===== src/rtl/qpu_exu_alu_req_arb_pkg.sv =====
// Shared constants for the EXU ALU request arbiter: requestor ids, func bit
// positions, FSM encoding and a one-hot helper.
`ifndef QPU_XLEN
`define QPU_XLEN 32
`endif

package qpu_exu_alu_arb_pkg;

  localparam int NREQ = 4;

  localparam logic [1:0] REQ_ALU = 2'd0;
  localparam logic [1:0] REQ_BJP = 2'd1;
  localparam logic [1:0] REQ_LSU = 2'd2;
  localparam logic [1:0] REQ_QIU = 2'd3;

  localparam int ALU_ADD_BIT = 3;
  localparam int ALU_OR_BIT  = 2;
  localparam int ALU_XOR_BIT = 1;
  localparam int ALU_AND_BIT = 0;

  localparam int BJP_EQ_BIT  = 3;
  localparam int BJP_NE_BIT  = 2;
  localparam int BJP_LT_BIT  = 1;
  localparam int BJP_GT_BIT  = 0;

  typedef enum logic {
    ST_IDLE = 1'b0,
    ST_HOLD = 1'b1
  } state_e;

  function automatic logic is_onehot4(input logic [3:0] f);
    return (f != 4'd0) && ((f & (f - 4'd1)) == 4'd0);
  endfunction

endpackage


===== src/rtl/qpu_exu_alu_req_arb_if.sv =====
// Request/response and datapath bundle around the shared ALU arbiter.
// slave = arbiter side, master = requestors plus datapath.
interface qpu_exu_alu_req_arb_if
  import qpu_exu_alu_arb_pkg::*;
#(
  parameter int XLEN = `QPU_XLEN
);

  logic [NREQ-1:0]      req_valid;
  logic [NREQ-1:0]      req_ready;
  logic [NREQ*XLEN-1:0] req_op1;
  logic [NREQ*XLEN-1:0] req_op2;
  logic [NREQ*4-1:0]    req_func;

  logic [NREQ-1:0]      dp_sel;
  logic [XLEN-1:0]      dp_op1;
  logic [XLEN-1:0]      dp_op2;
  logic [3:0]           dp_alu_func;
  logic [3:0]           dp_bjp_func;
  logic [XLEN-1:0]      dp_res;
  logic                 dp_cmp_res;

  logic                 rsp_valid;
  logic                 rsp_ready;
  logic [1:0]           rsp_id;
  logic [XLEN-1:0]      rsp_res;
  logic                 rsp_cmp;
  logic                 rsp_err;

  modport slave (
    input  req_valid, req_op1, req_op2, req_func, dp_res, dp_cmp_res, rsp_ready,
    output req_ready, dp_sel, dp_op1, dp_op2, dp_alu_func, dp_bjp_func,
           rsp_valid, rsp_id, rsp_res, rsp_cmp, rsp_err
  );

  modport master (
    output req_valid, req_op1, req_op2, req_func, dp_res, dp_cmp_res, rsp_ready,
    input  req_ready, dp_sel, dp_op1, dp_op2, dp_alu_func, dp_bjp_func,
           rsp_valid, rsp_id, rsp_res, rsp_cmp, rsp_err
  );

endinterface


===== src/rtl/qpu_exu_alu_req_arb_rr.sv =====
// Four-way round-robin picker: search starts at the pointer, pointer moves
// one past the winner on every grant.
module qpu_rr_arb4 (
  input  logic       clk,
  input  logic       rst_n,
  input  logic [3:0] i_req,
  input  logic       i_can_issue,
  output logic       o_grant,
  output logic [1:0] o_gnt_idx,
  output logic [3:0] o_gnt_oh
);

  logic [1:0] r_rr_ptr;
  logic       w_found;
  logic [1:0] w_pick;

  // NOTE: every always_comb output gets a default before any branch so no
  // path leaves it unassigned; otherwise synthesis infers a latch.
  always_comb begin
    w_found = 1'b0;
    w_pick  = r_rr_ptr;
    for (int k = 0; k < 4; k++) begin
      if (!w_found && i_req[r_rr_ptr + 2'(k)]) begin
        w_found = 1'b1;
        w_pick  = r_rr_ptr + 2'(k);
      end
    end
  end

  // Grant is suppressed while reset is held so nothing leaks to the datapath.
  assign o_grant   = w_found & i_can_issue & rst_n;
  assign o_gnt_idx = w_pick;
  assign o_gnt_oh  = o_grant ? (4'b0001 << w_pick) : 4'b0000;

  // NOTE: sequential state uses non-blocking assignments so every flop
  // samples pre-edge values regardless of process ordering.
  always_ff @(posedge clk) begin
    if (!rst_n) begin
      r_rr_ptr <= 2'd0;
    end else if (o_grant) begin
      r_rr_ptr <= w_pick + 2'd1;
    end
  end

endmodule


===== src/rtl/qpu_exu_alu_req_arb.sv =====
// Shared-ALU front end: arbitrates four EXU requestors, drives the datapath
// in the grant cycle and returns the registered result with the requestor id.
module qpu_exu_alu_req_arb
  import qpu_exu_alu_arb_pkg::*;
#(
  parameter int XLEN = `QPU_XLEN
) (
  input logic                  clk,
  input logic                  rst_n,
  qpu_exu_alu_req_arb_if.slave bus
);

  state_e          r_state;
  state_e          w_state_nxt;
  logic            w_can_issue;
  logic            w_grant;
  logic [1:0]      w_gnt_idx;
  logic [NREQ-1:0] w_gnt_oh;

  logic [XLEN-1:0] w_op1_arr  [NREQ];
  logic [XLEN-1:0] w_op2_arr  [NREQ];
  logic [3:0]      w_func_arr [NREQ];
  logic [3:0]      w_func;
  logic            w_func_ok;
  logic            w_err;

  logic [1:0]      r_rsp_id;
  logic [XLEN-1:0] r_rsp_res;
  logic            r_rsp_cmp;
  logic            r_rsp_err;

  for (genvar i = 0; i < NREQ; i++) begin : g_slice
    assign w_op1_arr[i]  = bus.req_op1[i*XLEN +: XLEN];
    assign w_op2_arr[i]  = bus.req_op2[i*XLEN +: XLEN];
    assign w_func_arr[i] = bus.req_func[i*4 +: 4];
  end

  // A full response register can only be refilled in the cycle it drains.
  assign w_can_issue = (r_state == ST_IDLE) | bus.rsp_ready;

  qpu_rr_arb4 u_rr_arb4 (
    .clk         (clk),
    .rst_n       (rst_n),
    .i_req       (bus.req_valid),
    .i_can_issue (w_can_issue),
    .o_grant     (w_grant),
    .o_gnt_idx   (w_gnt_idx),
    .o_gnt_oh    (w_gnt_oh)
  );

  assign w_func    = w_func_arr[w_gnt_idx];
  assign w_func_ok = is_onehot4(w_func);
  assign w_err     = (w_gnt_idx <= REQ_BJP) & ~w_func_ok;

  always_ff @(posedge clk) begin
    if (!rst_n) begin
      r_state <= ST_IDLE;
    end else begin
      r_state <= w_state_nxt;
    end
  end

  always_comb begin
    w_state_nxt = r_state;
    case (r_state)
      ST_IDLE: if (w_grant) w_state_nxt = ST_HOLD;
      ST_HOLD: if (bus.rsp_ready && !w_grant) w_state_nxt = ST_IDLE;
      default: w_state_nxt = ST_IDLE;
    endcase
  end

  always_comb begin
    bus.req_ready   = w_gnt_oh;
    bus.dp_sel      = w_gnt_oh;
    bus.dp_op1      = '0;
    bus.dp_op2      = '0;
    bus.dp_alu_func = 4'd0;
    bus.dp_bjp_func = 4'd0;
    if (w_grant) begin
      bus.dp_op1 = w_op1_arr[w_gnt_idx];
      bus.dp_op2 = w_op2_arr[w_gnt_idx];
      // Malformed func never reaches the datapath; it is reported via rsp_err.
      if (w_gnt_idx == REQ_ALU && w_func_ok) bus.dp_alu_func = w_func;
      if (w_gnt_idx == REQ_BJP && w_func_ok) bus.dp_bjp_func = w_func;
    end
    bus.rsp_valid = (r_state == ST_HOLD);
    bus.rsp_id    = r_rsp_id;
    bus.rsp_res   = r_rsp_res;
    bus.rsp_cmp   = r_rsp_cmp;
    bus.rsp_err   = r_rsp_err;
  end

  // Without a grant the fields hold, which keeps a stalled response stable.
  always_ff @(posedge clk) begin
    if (!rst_n) begin
      r_rsp_id  <= 2'd0;
      r_rsp_res <= '0;
      r_rsp_cmp <= 1'b0;
      r_rsp_err <= 1'b0;
    end else if (w_grant) begin
      r_rsp_id  <= w_gnt_idx;
      r_rsp_res <= bus.dp_res;
      r_rsp_cmp <= bus.dp_cmp_res;
      r_rsp_err <= w_err;
    end
  end

endmodule


===== src/flat_wrapper.sv =====
// flat-port wrapper written by rule: the top's interface ports become plain ports
module qpu_exu_alu_req_arb_flat import qpu_exu_alu_arb_pkg::*;
#(
  parameter int XLEN = `QPU_XLEN
)
  (clk, rst_n, bus_req_valid, bus_req_op1, bus_req_op2, bus_req_func, bus_dp_res, bus_dp_cmp_res, bus_rsp_ready, bus_req_ready, bus_dp_sel, bus_dp_op1, bus_dp_op2, bus_dp_alu_func, bus_dp_bjp_func, bus_rsp_valid, bus_rsp_id, bus_rsp_res, bus_rsp_cmp, bus_rsp_err);
  qpu_exu_alu_req_arb_if #(.XLEN(XLEN)) bus_i ();
  input logic clk;
  input logic rst_n;
  input wire logic [$bits(bus_i.req_valid)-1:0] bus_req_valid;
  input wire logic [$bits(bus_i.req_op1)-1:0] bus_req_op1;
  input wire logic [$bits(bus_i.req_op2)-1:0] bus_req_op2;
  input wire logic [$bits(bus_i.req_func)-1:0] bus_req_func;
  input wire logic [$bits(bus_i.dp_res)-1:0] bus_dp_res;
  input wire logic [$bits(bus_i.dp_cmp_res)-1:0] bus_dp_cmp_res;
  input wire logic [$bits(bus_i.rsp_ready)-1:0] bus_rsp_ready;
  output wire logic [$bits(bus_i.req_ready)-1:0] bus_req_ready;
  output wire logic [$bits(bus_i.dp_sel)-1:0] bus_dp_sel;
  output wire logic [$bits(bus_i.dp_op1)-1:0] bus_dp_op1;
  output wire logic [$bits(bus_i.dp_op2)-1:0] bus_dp_op2;
  output wire logic [$bits(bus_i.dp_alu_func)-1:0] bus_dp_alu_func;
  output wire logic [$bits(bus_i.dp_bjp_func)-1:0] bus_dp_bjp_func;
  output wire logic [$bits(bus_i.rsp_valid)-1:0] bus_rsp_valid;
  output wire logic [$bits(bus_i.rsp_id)-1:0] bus_rsp_id;
  output wire logic [$bits(bus_i.rsp_res)-1:0] bus_rsp_res;
  output wire logic [$bits(bus_i.rsp_cmp)-1:0] bus_rsp_cmp;
  output wire logic [$bits(bus_i.rsp_err)-1:0] bus_rsp_err;
  assign bus_i.req_valid = bus_req_valid;
  assign bus_i.req_op1 = bus_req_op1;
  assign bus_i.req_op2 = bus_req_op2;
  assign bus_i.req_func = bus_req_func;
  assign bus_i.dp_res = bus_dp_res;
  assign bus_i.dp_cmp_res = bus_dp_cmp_res;
  assign bus_i.rsp_ready = bus_rsp_ready;
  assign bus_req_ready = bus_i.req_ready;
  assign bus_dp_sel = bus_i.dp_sel;
  assign bus_dp_op1 = bus_i.dp_op1;
  assign bus_dp_op2 = bus_i.dp_op2;
  assign bus_dp_alu_func = bus_i.dp_alu_func;
  assign bus_dp_bjp_func = bus_i.dp_bjp_func;
  assign bus_rsp_valid = bus_i.rsp_valid;
  assign bus_rsp_id = bus_i.rsp_id;
  assign bus_rsp_res = bus_i.rsp_res;
  assign bus_rsp_cmp = bus_i.rsp_cmp;
  assign bus_rsp_err = bus_i.rsp_err;
  qpu_exu_alu_req_arb #(.XLEN(XLEN)) u_core (.clk(clk), .rst_n(rst_n), .bus(bus_i));
endmodule

===== config.mk =====
export PLATFORM = sky130hd
export DESIGN_NAME = qpu_exu_alu_req_arb_flat
export DESIGN_NICKNAME = d
export VERILOG_FILES = /design/src/rtl/qpu_exu_alu_req_arb_pkg.sv /design/src/rtl/qpu_exu_alu_req_arb_if.sv /design/src/rtl/qpu_exu_alu_req_arb_rr.sv /design/src/rtl/qpu_exu_alu_req_arb.sv /design/src/flat_wrapper.sv
export SDC_FILE = /design/constraint.sdc
export NUM_CORES = 1
export LEC_CHECK = 0
export BUFFER_PORTS_ARGS = -buffer_cell sky130_fd_sc_hd__buf_4
export CORE_AREA = 2 2 169 171
export DETAILED_ROUTE_END_ITERATION = 8
export DIE_AREA = 0 0 171 173
export GPL_TIMING_DRIVEN = 0
export SLEW_MARGIN = 20
export SYNTH_ARGS = -nofsm -noshare
export SYNTH_HDL_FRONTEND = slang
export SYNTH_SLANG_ARGS = --single-unit
export TNS_END_PERCENT = 20

===== constraint.sdc =====
create_clock -name clk -period 2.7 [get_ports clk]
set_input_delay 0 -clock clk [delete_from_list [all_inputs] [get_ports clk]]
set_output_delay 0 -clock clk [all_outputs]
set_load 0.02 [all_outputs]

==> results of run 1 <==
[worst min path at each step]
| stage | endpoint | slack (ns) | cells past startpoint |
|---|---|---|---|
| finish | u_core.bus.rsp_res[16]$_SDFFE_PN0P_ | 0.004 | 3 |
| CTS | u_core.bus.rsp_res[16]$_SDFFE_PN0P_ | 0.004 | 3 |
| global route | u_core.bus.rsp_res[16]$_SDFFE_PN0P_ | 0.03 | 3 |
| global placement | u_core.bus.rsp_res[10]$_SDFFE_PN0P_ | 0.26 | 3 |
| floorplan | u_core.bus.rsp_res[10]$_SDFFE_PN0P_ | 0.14 | 2 |
| detailed placement | u_core.bus.rsp_res[10]$_SDFFE_PN0P_ | 0.27 | 3 |
[synth_stat cells, types with 2 or more instances]
cell,instances
a211oi_2,3
a21boi_0,35
a21oi_1,2
and2_1,5
and3_1,67
buf_1,9
buf_2,18
buf_4,4
clkbuf_1,35
dfxtp_1,39
ha_1,4
inv_1,4
mux2i_1,4
nand2_1,330
nand2b_1,3
nand3_1,131
nand4_1,2
nor2_1,7
nor2b_1,6
nor3_1,3
o211ai_1,3
o21ai_0,6
o31a_1,2
[area by class of cell]
| cell class | instances | area, um^2 | share of cell area [%] |
|---|---|---|---|
| clock inverters | 3 | 43.8 | 0.516 |
| repair buffers | 461 | 3540 | 41.7 |
| inverters | 5 | 21.3 | 0.251 |
| flip-flops and latches | 39 | 786 | 9.26 |
| well taps | 378 | 473 | 5.57 |
| diodes | 1 | 2.50 | 0.0295 |
| multi-input cells | 630 | 3140 | 37.0 |
| clock buffers | 5 | 125 | 1.47 |
| plain buffers | 66 | 360 | 4.25 |
[registers in the layout (all words and copies together), names as in the netlist]
name and count:
u_core.bus.rsp_valid 1, u_core.bus.rsp_cmp 1, u_core.bus.rsp_err 1, u_core.u_rr_arb4.r_rr_ptr 2, u_core.bus.rsp_res 32, u_core.bus.rsp_id 2
[per-layer routing]
layer / part of all wire [%] / routed length (um)
met1: 38 / 10100
met3: 7.7 / 2060
met2: 51 / 13600
met5: 0.10 / 27
met4: 2.9 / 767
[worst reg2reg max path, stage by stage (launching register included)]
cell and delay, ns:
dfxtp_4 0.40, nor2b_2 0.07, o21a_2 0.24, nor3_4 0.26
buf_6 0.17, buf_4 0.21, a211oi_2 0.12, or2_2 0.32
a41o_1 0.25, a32oi_1 0.18
[per-stage QoR]
stage                     TNS, ns  hold WS, ns  setup WS [ns]  area (um^2)
final                           0      0.00383         0.0172         8490
after global routing       -0.500       0.0294         -0.141         8490
after CTS                  -0.278      0.00362         -0.150         8400
after detailed placement    -2.95        0.269         -0.499         7860
after global placement      -2.22        0.263         -0.444         7860
after floorplan                 0        0.145          0.263         4170
[power breakdown]
group	switching (mW)	internal [mW]	total, mW
combinational	1.51	1.13	2.64
clock	0.240	0.435	0.676
sequential	0.0365	0.625	0.661
total	1.79	2.19	3.97
[kinds of logic (layout without fill, tap and decap cells)]
logic type      count (synthesis)  count (layout)  share of synthesized area [%]
buf+inv                        72             540                           7.55
other cells                     0               1                              0
flops                          39              39                           18.7
fa+ha+maj                       4               4                           1.20
simple gates                  560             560                           60.0
mux                             5               5                           1.32
compound gates                 61              61                           11.2
[what timing repair did]
item,4_1_cts,5_1_grt
endpoints found under the hold margin,30,0
setup endpoints to repair,81,28
hold buffers,30,0
setup buffers,3,0
pin swaps,1,1
gates resized for setup,24,26
==> results.sh, run 1 <==
export IMPL_outcome="finished, final reports clean"
export IMPL_die_h_um=173
export IMPL_yosysTopAreaCell="nand2_1"
export IMPL_cts_buffer_depth=2
export IMPL_crit_chain="nor2b_2, o21a_2, nor3_4, buf_6, buf_8, buf_12, ha_2, nand2_2, or2_4, nor3_2, buf_4"
export IMPL_drive_gt1_share_pct=41.0
export IMPL_hold_violations=0
export IMPL_dpl_cell_count=1547
export IMPL_synth_edff_count=0
export IMPL_place_gp_congestion=0.902
export IMPL_root_buffer="clkbuf_16"
export IMPL_nFillCells=3107
export IMPL_cellPowerDensity_nw_per_um2=468
export IMPL_grt_pass1_wl_um=38300
export IMPL_maxCapViolCount=0
export IMPL_hold_start="bus_dp_res[16]"
export IMPL_synth_cells=741
export IMPL_critical_path_top_delay_family="simple AND/OR/NAND/NOR gates"
export IMPL_grtUsageMet2_pct=31.5
export IMPL_p_leak_nw=4.48
export IMPL_grt_pass1_vias=6951
export IMPL_io_pins=429
export IMPL_rows=61
export IMPL_cts_sinks=39
export IMPL_synth_ff_type="dfxtp_1"
export IMPL_wirelength_um=26600
export IMPL_min_period_ns=2.68
export IMPL_rsz0062_at_grt="true"
export IMPL_yosys_area_top_type_share_pct=29.7
export IMPL_vias=6867
export IMPL_max_freq_mhz=373
export IMPL_grt_max_degree=20
export IMPL_wire_per_inst_um=16.7
export IMPL_drc=0
export IMPL_area_growth_pct=103
export IMPL_gr_usage_met1_pct=18.7
export IMPL_critPathKind="reg -> out"
export IMPL_final_common_cell="buf_4"
export IMPL_rrSetupSlack_ns=0.40
export IMPL_synthArstFlopShare_pct=0
export IMPL_overflow=0
export IMPL_cts_tree="done"
export IMPL_yosysWarnings=0
export IMPL_htree_levels=2
export IMPL_tightest_slew_ns=0.679
export IMPL_post_route_period_util_pct=99.4
export IMPL_grtUsageTotal_pct=16.8
export IMPL_final_cells=1588
export IMPL_synth_cell_type_count=42
export IMPL_portBuffers=428
export IMPL_end_kind="output pin"
export IMPL_nets=1524
export IMPL_max_stage_delay_ns=0.40
export IMPL_clkTransAtPathRegs_ns=0.06
export IMPL_slew_violations=0
export IMPL_synth_seq_area_share_pct=18.7
export IMPL_dpl_hpwl_um=21800
export IMPL_cp_required_ns=2.70
export IMPL_skew_ns=0.00521
export IMPL_power_total_mw=3.97
export IMPL_r2r_end="u_core.bus.rsp_err$_SDFFE_PN0P_"
export IMPL_dieArea_um2=29600
export IMPL_synth_seq_cells=39
export IMPL_start_util_pct=15.1
export IMPL_syn_avg_cell_area_um2=5.63
export IMPL_peakVddDrop_uv=193
export IMPL_clk_latency_ns=0.29
export IMPL_critPathLaunch="u_core.u_rr_arb4.r_rr_ptr[0]$_SDFFE_PN0P_"
export IMPL_final_util_pct=30.7
export IMPL_syn_nets=1057
export IMPL_reg2reg_from="u_core.u_rr_arb4.r_rr_ptr[0]$_SDFFE_PN0P_"
export IMPL_busiest_layer="met2"
export IMPL_crit_end="bus_dp_bjp_func[3]"
export IMPL_antenna_found_initial=3
export IMPL_path_depth=11
export IMPL_yosys_top_cells_area="nand2_1 30%, dfxtp_1 19%, nand3_1 16%"
export IMPL_viasPerCell=4.32
export IMPL_cp_data_arrival_time_ns=2.68
export IMPL_dieWidth_um=171
export IMPL_dr_pass1_iters=5
export IMPL_use_met3_pct=2.95
export IMPL_coreArea_um2=27600
export IMPL_critPathMaxFanout=11
export IMPL_layout_common_cells="436 x buf_4, 329 x nand2_1, 131 x nand3_1, 66 x and3_1, 37 x dfxtp_1"
export IMPL_critPathSlowestCell="dfxtp_4"
export IMPL_setup_viol=0
export IMPL_timing_slew_headroom_pct=54.8
export IMPL_syn_cell_area_um2=4170
export IMPL_critPathLaunchType="flop"
export IMPL_drt_initial_drc_count=379
export IMPL_rr_worst_depth=9
export IMPL_numCtsBuffers=5
export IMPL_crit_buf_inv=4
export IMPL_hold_path_class="in -> reg"
export IMPL_drtAntennaViolNets=0
Note: power is estimated with default switching activity, not from simulation.
==> run 2, diff against run 1 <==
--- a/config.mk
+++ b/config.mk
@@ -6,10 +6,14 @@
 export NUM_CORES = 1
 export LEC_CHECK = 0
 export BUFFER_PORTS_ARGS = -buffer_cell sky130_fd_sc_hd__buf_4
-export CORE_AREA = 2 2 169 171
+export CELL_PAD_IN_SITES_DETAIL_PLACEMENT = 1
+export CELL_PAD_IN_SITES_GLOBAL_PLACEMENT = 1
+export CORE_AREA = 2 2 167 169
 export DETAILED_ROUTE_END_ITERATION = 8
-export DIE_AREA = 0 0 171 173
+export DIE_AREA = 0 0 169 171
 export GPL_TIMING_DRIVEN = 0
+export HOLD_SLACK_MARGIN = 0.03
+export PLACE_DENSITY_LB_ADDON = 0.1
 export SLEW_MARGIN = 20
 export SYNTH_ARGS = -nofsm -noshare
 export SYNTH_HDL_FRONTEND = slang
==> run 2 against run 1 <==
Design area fell by 0.91%. Global-route usage rose by 2.5 points. Worst hold slack improved by 0.070 ns. Highest routed layer unchanged.
==> results.sh, run 2 (synthesis gave the netlist of run 1 again) <==
export IMPL_skew_ns=0.00412
export IMPL_fin_area_um2=8410
export IMPL_whs_endpoint="u_core.bus.rsp_valid$_SDFF_PN0_"
export IMPL_nets=1526
export IMPL_pre_cts_slack_ns=-0.448
export IMPL_critPathLaunchType="flop"
export IMPL_die_h_um=171
export IMPL_wire_per_inst_um=18.9
export IMPL_dieArea_um2=28900
export IMPL_drive_gt1_share_pct=40.5
export IMPL_rsz0062_at_grt="true"
export IMPL_whs_ns=0.0735
export IMPL_cp_required_ns=2.70
export IMPL_busiest_layer="met2"
export IMPL_use_met3_pct=5.39
export IMPL_place_gp_congestion=0.797
export IMPL_postPlaceCellArea_um2=7820
export IMPL_cts_tree="done"
export IMPL_grt_pass1_vias=7086
export IMPL_htree_levels=2
export IMPL_final_seq_area_um2=785
export IMPL_diodes=0
export IMPL_setup_viol=0
export IMPL_wirelength_um=29500
export IMPL_rrSetupSlack_ns=0.51
export IMPL_portBuffers=428
export IMPL_critPathMaxFanout=9
export IMPL_post_route_period_util_pct=97.0
export IMPL_cellPowerDensity_nw_per_um2=462
export IMPL_largest_reg_flops=32
export IMPL_gr_usage_met1_pct=20.8
export IMPL_area_growth_pct=101
export IMPL_maxCapViolCount=0
export IMPL_cts_buffer_depth=2
export IMPL_max_freq_mhz=382
export IMPL_dieWidth_um=169
export IMPL_outcome="finished, final reports clean"
export IMPL_cp_data_arrival_time_ns=2.62
export IMPL_rr_worst_depth=9
export IMPL_overflow=0
export IMPL_nFillCells=3467
export IMPL_dpl_hpwl_um=25000
export IMPL_clk_latency_ns=0.28
export IMPL_setup_slack_ns=0.0807
export IMPL_dr_pass1_iters=4
export IMPL_vias=6787
export IMPL_clkTransAtPathRegs_ns=0.06
export IMPL_hold_depth=3
export IMPL_crit_chain="nor2b_2, o21ba_2, nor3_4, buf_6, buf_4, mux2i_2, mux2_4, and4_1, and2_1, buf_4"
export IMPL_drt_initial_drc_count=220
export IMPL_grt_pass1_wl_um=42700
export IMPL_power_total_mw=3.89
export IMPL_viasPerCell=4.36
export IMPL_coreArea_um2=27300
export IMPL_p_leak_nw=4.47
export IMPL_cts_sinks=39
export IMPL_hold_violations=0
export IMPL_grt_max_degree=13
export IMPL_multi_input_area_um2=3100
export IMPL_rows=61
export IMPL_tightest_slew_ns=0.592
export IMPL_grtUsageMet2_pct=37.9
export IMPL_drtAntennaViolNets=0
export IMPL_io_pins=429
export IMPL_slew_violations=0
export IMPL_cpMostUsedCell="buf_4"
export IMPL_critPathSlowestCell="dfxtp_4"
export IMPL_start_util_pct=15.3
export IMPL_antenna_found_initial=1
export IMPL_end_kind="output pin"
export IMPL_r2r_end="u_core.bus.rsp_err$_SDFFE_PN0P_"
export IMPL_critPathKind="reg -> out"
export IMPL_hold_start="bus_rsp_ready"
export IMPL_timing_slew_headroom_pct=60.2
export IMPL_final_common_cell="buf_4"
export IMPL_hold_path_class="in -> reg"
export IMPL_crit_buf_inv=3
export IMPL_peakVddDrop_uv=234
export IMPL_layout_common_cells="434 x buf_4, 330 x nand2_1, 131 x nand3_1, 66 x and3_1, 38 x dfxtp_1"
export IMPL_root_buffer="clkbuf_16"
export IMPL_grtUsageTotal_pct=19.2
export IMPL_final_util_pct=30.8
export IMPL_numCtsBuffers=5
export IMPL_reg2reg_from="u_core.u_rr_arb4.r_rr_ptr[0]$_SDFFE_PN0P_"
export IMPL_max_stage_delay_ns=0.38
export IMPL_drc=0
export IMPL_critical_path_top_delay_family="simple AND/OR/NAND/NOR gates"
export IMPL_min_period_ns=2.62
==> run 2: timing repair <==
action	4_1_cts	5_1_grt
cloned	0	0
resized for setup	23	16
pin swaps	1	1
endpoints found under the setup margin	81	54
endpoints found under the hold margin	33	0
hold buffers	33	0
setup buffers	1	0
==> run 2: layout make-up <==
cell class                      instances  share of cell area, %
Inverter                                5                  0.223
Clock buffer                            6                   1.65
Multi-Input combinational cell        630                   36.9
Tap cell                              346                   5.15
Clock inverter                          2                  0.417
Sequential cell                        39                   9.33
Timing Repair Buffer                  462                   42.2
Buffer                                 67                   4.11
==> run 2: worst max-delay path by stage <==
stage	from	end	slack, ns	cells past startpoint
after floorplan	u_core.u_rr_arb4.r_rr_ptr[0]$_SDFFE_PN0P_	bus_dp_alu_func[3]	0.26	10
after global placement	u_core.u_rr_arb4.r_rr_ptr[0]$_SDFFE_PN0P_	bus_dp_alu_func[3]	-0.40	11
after detailed placement	u_core.u_rr_arb4.r_rr_ptr[0]$_SDFFE_PN0P_	bus_dp_alu_func[3]	-0.45	11
after CTS	u_core.u_rr_arb4.r_rr_ptr[0]$_SDFFE_PN0P_	bus_dp_alu_func[3]	-0.006	11
after global routing	u_core.u_rr_arb4.r_rr_ptr[0]$_SDFFE_PN0P_	bus_dp_alu_func[3]	-0.08	11
final	u_core.u_rr_arb4.r_rr_ptr[0]$_SDFFE_PN0P_	bus_dp_bjp_func[0]	0.08	10
==> run 2: metal layers <==
layer	wire (um)	vias up
li1	-	3399
met1	11200	3140
met2	15800	230
met3	2180	16
met4	248	2
met5	12	-
==> run 2: worst register-to-register path: stages, from the launching register on <==
cell      delay, ns
dfxtp_4        0.38
nor2b_2        0.06
o21ba_2        0.25
nor3_4         0.25
buf_6          0.14
buf_4          0.19
a211oi_2       0.12
or2_2          0.33
a41o_1         0.25
a32oi_1        0.14
==> run 2: where the power goes <==
part           internal, mW  switching (mW)  total (mW)  leakage [nW]
sequential            0.624          0.0319       0.656         0.324
combinational          1.10            1.44        2.54          4.06
clock                 0.459           0.235       0.694        0.0868
total                  2.18            1.70        3.89          4.47
==> run 2: metrics by stage <==
| step | setup TNS, ns | instances |
|---|---|---|
| after detailed placement | -2.70 | 1515 |
| after global placement | -1.93 | 1515 |
| after floorplan | 0 | 741 |
| final | 0 | 1557 |
| after global routing | -0.292 | 1557 |
| after CTS | -0.00570 | 1557 |
